--- src/rtl/alu_cmd_ctrl.sv ---
// rtl/alu_cmd_ctrl.sv - UART command-frame initiator for the registered ALU
// Parses 0xCC/A/B/FUN frames, fires ALU_EN once, and returns the result byte to TX.
module alu_cmd_ctrl #(
  parameter int DATA_WIDTH = 8,
  parameter int FUN_WIDTH  = 4,
  parameter int TIMEOUT    = 8
) (
  input  logic                  CLK,
  input  logic                  RST,
  input  logic [7:0]            RX_P_DATA,
  input  logic                  RX_D_VLD,
  output logic [DATA_WIDTH-1:0] ALU_A,
  output logic [DATA_WIDTH-1:0] ALU_B,
  output logic [FUN_WIDTH-1:0]  ALU_FUN,
  output logic                  ALU_EN,
  input  logic [DATA_WIDTH-1:0] ALU_OUT,
  input  logic                  ALU_OUT_VALID,
  input  logic                  TX_BUSY,
  output logic [7:0]            TX_P_DATA,
  output logic                  TX_D_VLD,
  output logic                  FRAME_ERR
);

  typedef enum logic [2:0] {
    IDLE, GET_A, GET_B, GET_FUN, ALU_REQ, ALU_WAIT, TX_SEND
  } state_t;

  localparam logic [7:0] HEADER   = 8'hCC;
  localparam logic [7:0] TO_LAST  = 8'(TIMEOUT - 1);

  state_t                state_q, state_d;
  logic [DATA_WIDTH-1:0] a_q, a_d, b_q, b_d;
  logic [FUN_WIDTH-1:0]  fun_q, fun_d;
  logic [7:0]            txd_q, txd_d;
  logic [7:0]            cnt_q, cnt_d;
  logic                  en_q, en_d;
  logic                  tx_vld_q, tx_vld_d;
  logic                  err_q, err_d;

  always_ff @(posedge CLK) begin
    if (!RST) begin
      state_q  <= IDLE;
      a_q      <= '0;
      b_q      <= '0;
      fun_q    <= '0;
      txd_q    <= '0;
      cnt_q    <= '0;
      en_q     <= 1'b0;
      tx_vld_q <= 1'b0;
      err_q    <= 1'b0;
    end else begin
      state_q  <= state_d;
      a_q      <= a_d;
      b_q      <= b_d;
      fun_q    <= fun_d;
      txd_q    <= txd_d;
      cnt_q    <= cnt_d;
      en_q     <= en_d;
      tx_vld_q <= tx_vld_d;
      err_q    <= err_d;
    end
  end

  always_comb begin
    state_d  = state_q;
    a_d      = a_q;
    b_d      = b_q;
    fun_d    = fun_q;
    txd_d    = txd_q;
    cnt_d    = cnt_q;
    en_d     = 1'b0;
    tx_vld_d = 1'b0;
    err_d    = 1'b0;

    case (state_q)
      IDLE: begin
        if (RX_D_VLD) begin
          if (RX_P_DATA == HEADER) state_d = GET_A;
          else                     err_d   = 1'b1;
        end
      end
      GET_A: begin
        if (RX_D_VLD) begin
          a_d     = RX_P_DATA;
          state_d = GET_B;
        end
      end
      GET_B: begin
        if (RX_D_VLD) begin
          b_d     = RX_P_DATA;
          state_d = GET_FUN;
        end
      end
      GET_FUN: begin
        if (RX_D_VLD) begin
          if (RX_P_DATA[7:4] == 4'h0) begin
            fun_d   = RX_P_DATA[FUN_WIDTH-1:0];
            en_d    = 1'b1;
            state_d = ALU_REQ;
          end else begin
            err_d   = 1'b1;
            state_d = IDLE;
          end
        end
      end
      ALU_REQ: begin
        err_d   = RX_D_VLD;
        cnt_d   = '0;
        state_d = ALU_WAIT;
      end
      ALU_WAIT: begin
        err_d = RX_D_VLD;
        if (ALU_OUT_VALID) begin
          txd_d = ALU_OUT;
          // Send straight from the capture edge when TX is free to meet 3-cycle latency.
          if (!TX_BUSY) begin
            tx_vld_d = 1'b1;
            state_d  = IDLE;
          end else begin
            state_d  = TX_SEND;
          end
        end else begin
          cnt_d = cnt_q + 8'd1;
          if (cnt_q == TO_LAST) begin
            err_d   = 1'b1;
            state_d = IDLE;
          end
        end
      end
      TX_SEND: begin
        err_d = RX_D_VLD;
        if (!TX_BUSY) begin
          tx_vld_d = 1'b1;
          state_d  = IDLE;
        end
      end
      default: state_d = IDLE;
    endcase
  end

  assign ALU_A     = a_q;
  assign ALU_B     = b_q;
  assign ALU_FUN   = fun_q;
  assign ALU_EN    = en_q;
  assign TX_P_DATA = txd_q;
  assign TX_D_VLD  = tx_vld_q;
  assign FRAME_ERR = err_q;

endmodule

--- config.mk ---
export PLATFORM = sky130hd
export DESIGN_NAME = alu_cmd_ctrl
export DESIGN_NICKNAME = d
export VERILOG_FILES = /design/src/rtl/alu_cmd_ctrl.sv
export SDC_FILE = /design/constraint.sdc
export NUM_CORES = 1
export LEC_CHECK = 0
export CAP_MARGIN = 30
export CORE_MARGIN = 2
export CORE_UTILIZATION = 48
export CTS_BUF_LIST = sky130_fd_sc_hd__clkbuf_8
export DETAILED_ROUTE_END_ITERATION = 8
export PLACE_DENSITY = 0.81
export RECOVER_POWER = 25
export SLEW_MARGIN = 20
export SYNTH_ARGS = -nofsm -noshare
export SYNTH_HDL_FRONTEND = slang
export SYNTH_SLANG_ARGS = --single-unit
--- constraint.sdc ---
create_clock -name CLK -period 2.3 [get_ports CLK]
set_clock_uncertainty 0.15 [all_clocks]
set_input_delay 0.575 -clock CLK [delete_from_list [all_inputs] [get_ports CLK]]
set_output_delay 0.575 -clock CLK [all_outputs]
set_load 0.05 [all_outputs]
== Word level (Yosys, flattened, before mapping) ==
Index checks and enable logic that the tools add are counted.
Storage, ports and cells
  register bits: 42
  output and inout bits: 31
  logic and storage cells: 61
Cells by class
  add/subtract/negate cells: 1
  equal/unequal tests: 16
  mux-type cells: 24
  reductions and logical operators: 11
Operator list (count)
  3-bit two-way mux: 10
  3-bit one-hot mux with 7 select lines: 1
  8-bit one-hot mux with 2 select lines: 1
  2-bit inequality test, second input constant: 7
  3-bit equality test, second input constant: 3
  1-bit two-way mux: 9
  8-bit by 1-bit adder with 8-bit output, second input constant: 1
  8-bit by 3-bit equality test with 1-bit output, second input constant: 1
  8-bit equality test, second input constant: 1
  8-bit two-way mux: 1
  2-bit AND reduction: 4
  7-bit AND reduction: 1
  3-bit by 2-bit equality test with 1-bit output, second input constant: 2
  3-bit AND reduction: 2
  4-bit zero test: 1
  1-bit one-hot mux with 4 select lines: 1
  3-bit by 1-bit equality test with 1-bit output, second input constant: 1
  3-bit zero test: 1
  3-bit inequality test, second input constant: 1
  1-bit one-hot mux with 2 select lines: 1
  2-bit nonzero test: 1
  2-bit OR reduction: 1

== Longest topological paths before layout ==
  word-level depth: 4
  gate-level depth with buffers: 5
  mapped depth without buffers: 5

== Worst setup path before layout ==
OpenSTA, ideal clock, no wires.
  path type: input to register
  start point: input RX_P_DATA[4]
  end point: register fun_q[2], in the netlist ALU_FUN[2]
  setup time: 0.128 ns
  data arrival time: 1.431 ns
  setup slack: 0.592 ns
  stages on the path: 4
  cells stage by stage: nor4_1 nand4_2 mux2i_1 nor2_1
Between the ends
  longest elaborated chain between the ends: 2
RTL lines
  start: declaration: line 10  | input logic [7:0] RX_P_DATA,
  4-bit zero test: line 96  | if (RX_P_DATA[7:4] == 4'h0) begin
  3-bit AND reduction (no line)
  end signal: assignment: line 55  | fun_q <= fun_d;
  end: declaration: line 33  | logic [FUN_WIDTH-1:0] fun_q, fun_d;
Every way passes these cells.
A chain may end at the register's enable or synchronous reset.

== Worst setup path after layout ==
  start point: register b_q[2], in the netlist ALU_B[2]
  end point: output ALU_B[2]
RTL lines
  start: declaration: line 32  | logic [DATA_WIDTH-1:0] a_q, a_d, b_q, b_d;
  start signal: assignment: line 44  | b_q <= '0;
  start signal: assignment: line 54  | b_q <= b_d;
  end: declaration: line 13  | output logic [DATA_WIDTH-1:0] ALU_B,
No word-level cell between the ends.

==> summary.md <==
| Metric | Value |
|---|---|
| # rows | `22` |
| Worst VDD drop | `526 uV` |
| Max-slew violation count | `0` |
| Multiplexer share of the synthesized area | `0.119` |
| Clk slew on worst S/H paths | `0.08 ns` |
| DP Wirelength | `2.90 mm` |
| DR pass1 iterations | `4` |
| Die Span Y | `64.7 um` |
| Setup-failing EPs final | `0` |
| Vias | `1566` |
| Root buffer cell | `clkbuf_8` |
| Critical Path RT | `1.57 ns` |
| Worst skew pair latency | `0.29 ns` |
| Critical path fanouts, max | `2` |
| CP Launch Type | `flip-flop` |
| Worst hold path depth | `2` |
| GP Congestion | `0.788` |
| Sink Count | `42` |
| Met2 Track Usage GR | `0.308` |
| Fraction of layout cells with a size suffix above 1 | `0.0775` |
| I/O pin cnt | `52` |
| IO buf count | `51` |
| Initial antenna violation count | `0` |
| Crit path cell chain | `clkdlybuf4s50_1` |
| Avg Inst Size Synth | `9.03 um2` |
| Number of global-route vias before repair | `1480` |
| Non-filler cells, final | `306` |
| CP Data Arrival Time | `1.45 ns` |
| Post-synthesis adder-cell area fraction | `0.00707` |
| YS warnings | `0` |
| Largest net degree at the start of global routing | `19` |
| Die W | `64.7 um` |
| DRT antenna net count | `0` |
| TritonCTS Buffers | `5` |
| Initial core utilization | `0.491` |
| Path depth of the worst reg2reg path | `5` |
| Met1 usage | `0.290` |
| Final Cycle Share | `0.945` |
| CP bufs+invs | `1` |
| Post-synthesis cell area | `1770 um2` |
| CP endpoint kind | `primary output` |
| DR WL/cell | `13.0 um` |
| Main combinational cell family by area after synthesis | `simple AND/OR/NAND/NOR gates` |
| Area grow syn2layout | `40.9%` |
| First-pass GRT wire length | `6.93 mm` |
| Met3 Track Usage GR | `0.0868` |
| Fin nets | `279` |
| Die ar. | `4190 um2` |
| DRC | `0` |
| Netlist cell types | `37` |
| Setup TNS Final | `0 ns` |
| Routed WL | `3.99 mm` |
| H-Tree Depth | `2` |
| Lkg Pwr | `0.896 nW` |
| Max-cap violation count | `0` |
| CP Class | `flip-flop to primary output` |
| GR peak layer | `met2` |
| Worst slack at placement | `-0.0345 ns` |
| Total power | `1.37 mW` |
| Critical path's slowest cell | `clkdlybuf4s50_1` |
| Placed Cells | `298` |
| Drt initial violations | `154` |
| Via density per instance | `5.12` |
| Syn Nets | `218` |
| Post-route setup slack | `0.126 ns` |
| Simple-gate share of the synthesized area | `0.231` |
| Postcts setup bufs | `0` |
| Status | `finished clean` |
| Fill count | `304` |
| Hold-fix buffers, CTS | `0` |
| Relative slew slack | `0.559` |
| Core area | `3610 um2` |
| RSZ-0062 raised after global routing | `no` |
| Cells after synthesis | `196` |
| Least-Margin Pin Slew | `0.655 ns` |
| Worst path max stage delay | `0.83 ns` |
| PostCTS Resize Cnt | `0` |
| Grt ovf | `0` |
| CTS tree | `done` |
| Final period demand of the worst path | `2.17 ns` |
| Hold Path Class | `flip-flop to flip-flop` |
| Fmax | `460 MHz` |
| PwrDens | `550 nW/um2` |
| CTS max path bufs | `2` |
| Final core utilization | `0.692` |
| Ant diodes | `0` |
| Endpoints failing hold | `0` |
| Synth Area in Compound Gates | `0.111` |
| Xor and xnor area share after synthesis | `0.0297` |
| Worst path top cell family by delay | `buffers and inverters` |
| Critical Path Stages | `1` |
| Yosys reg bits | `42` |
| Sequential area share after synthesis | `0.475` |
| Total track usage | `0.213` |
[path summary, 6_finish.rpt]
path                                  start                         to  slack, ns
hold / removal    TX_P_DATA[7]$_SDFFE_PN0P_  TX_P_DATA[7]$_SDFFE_PN0P_       0.30
setup reg to reg    state_q[1]$_SDFFE_PN0P_      ALU_B[1]$_SDFFE_PN0P_       0.39
hold reg to reg   TX_P_DATA[7]$_SDFFE_PN0P_  TX_P_DATA[7]$_SDFFE_PN0P_       0.30
setup / recovery      ALU_B[2]$_SDFFE_PN0P_                   ALU_B[2]       0.13
[synth_stat cells]
cell type / count / area share
nor4_1: 3 / 0.011
ha_1: 1 / 0.0071
o221ai_1: 1 / 0.0050
nand4bb_1: 2 / 0.013
a21oi_1: 14 / 0.040
nand3b_1: 1 / 0.0042
nor4bb_1: 1 / 0.0057
nor2_1: 31 / 0.066
dfxtp_1: 42 / 0.48
and3b_1: 1 / 0.0050
and2b_1: 1 / 0.0042
buf_2: 5 / 0.014
nor2b_1: 2 / 0.0071
o22ai_1: 1 / 0.0035
nand3_1: 5 / 0.014
nand4_1: 2 / 0.0071
and2_1: 2 / 0.0071
xor2_1: 1 / 0.0050
o32ai_1: 1 / 0.0050
a31oi_1: 1 / 0.0035
o2111a_1: 1 / 0.0064
a311oi_1: 1 / 0.0050
nand2_1: 23 / 0.049
o21ai_0: 7 / 0.020
a21boi_0: 1 / 0.0042
o21a_1: 3 / 0.013
and4bb_2: 1 / 0.0071
inv_1: 3 / 0.0064
xnor2_1: 5 / 0.025
mux2i_1: 21 / 0.12
nor3_1: 3 / 0.0085
a21boi_2: 1 / 0.0064
nand4_2: 1 / 0.0071
clkbuf_1: 3 / 0.0064
and4b_1: 1 / 0.0057
nand2b_1: 1 / 0.0035
or3_1: 2 / 0.0071
[report_power, final]
part           total [mW]  switching, mW  internal (mW)
registers           0.728       0.000305          0.727
logic              0.0765         0.0344         0.0421
clock network       0.566          0.247          0.319
[area by class of cell]
cell class                      instances  area, um2  share of cell area
Timing Repair Buffer                   62        591               0.237
Sequential cell                        42        841               0.337
Clock inverter                          3       41.3              0.0166
Clock buffer                            5       68.8              0.0276
Tap cell                               48       60.1              0.0241
Multi-Input combinational cell        143        881               0.353
Inverter                                3       11.3             0.00452
[cell usage in the layout (no fill, tap or decap), types with 3 or more instances in the layout]
| master | Yosys | routed |
|---|---|---|
| clkdlybuf4s50_1 | 0 | 49 |
| a21oi_1 | 14 | 14 |
| mux2i_1 | 21 | 21 |
| nor3_1 | 3 | 3 |
| o21ai_0 | 7 | 7 |
| xnor2_1 | 5 | 5 |
| clkbuf_8 | 0 | 5 |
| nand2_1 | 23 | 23 |
| nand3_1 | 5 | 5 |
| nor2_1 | 31 | 31 |
| inv_1 | 3 | 4 |
| dfxtp_1 | 42 | 42 |
| nor4_1 | 3 | 3 |
| buf_4 | 0 | 10 |
| o21a_1 | 3 | 3 |
[per-layer routing]
layer	part of all wire	vias up	wire (um)
li1	-	805	-
met1	0.46	716	1850
met2	0.45	41	1810
met3	0.075	4	300
met4	0.0083	0	33
met5	0	-	0
[through the flow]
stage / hold slack [ns] / area [um2]
6_report: 0.305 / 2490
5_1_grt: 0.336 / 2490
4_1_cts: 0.307 / 2510
3_5_place_dp: 0.296 / 2400
3_3_place_gp: 0.292 / 2400
2_1_floorplan: 0.321 / 1770
[cell families after synthesis]
logic type / count (synthesis)
adders and majority gates: 1
DFF: 42
AOI/OAI and AO/OA: 32
buffers and inverters: 11
xor gates and xnor gates: 6
muxes: 21
and+or+nand+nor: 83
[state kept, by name (all words and copies together), names as in the netlist]
| name | flops |
|---|---|
| cnt_q | 8 |
| ALU_A | 8 |
| ALU_FUN | 4 |
| ALU_B | 8 |
| TX_P_DATA | 8 |
| ALU_EN | 1 |
| TX_D_VLD | 1 |
| state_q | 3 |
| FRAME_ERR | 1 |
(Power assumes the default switching activity.)
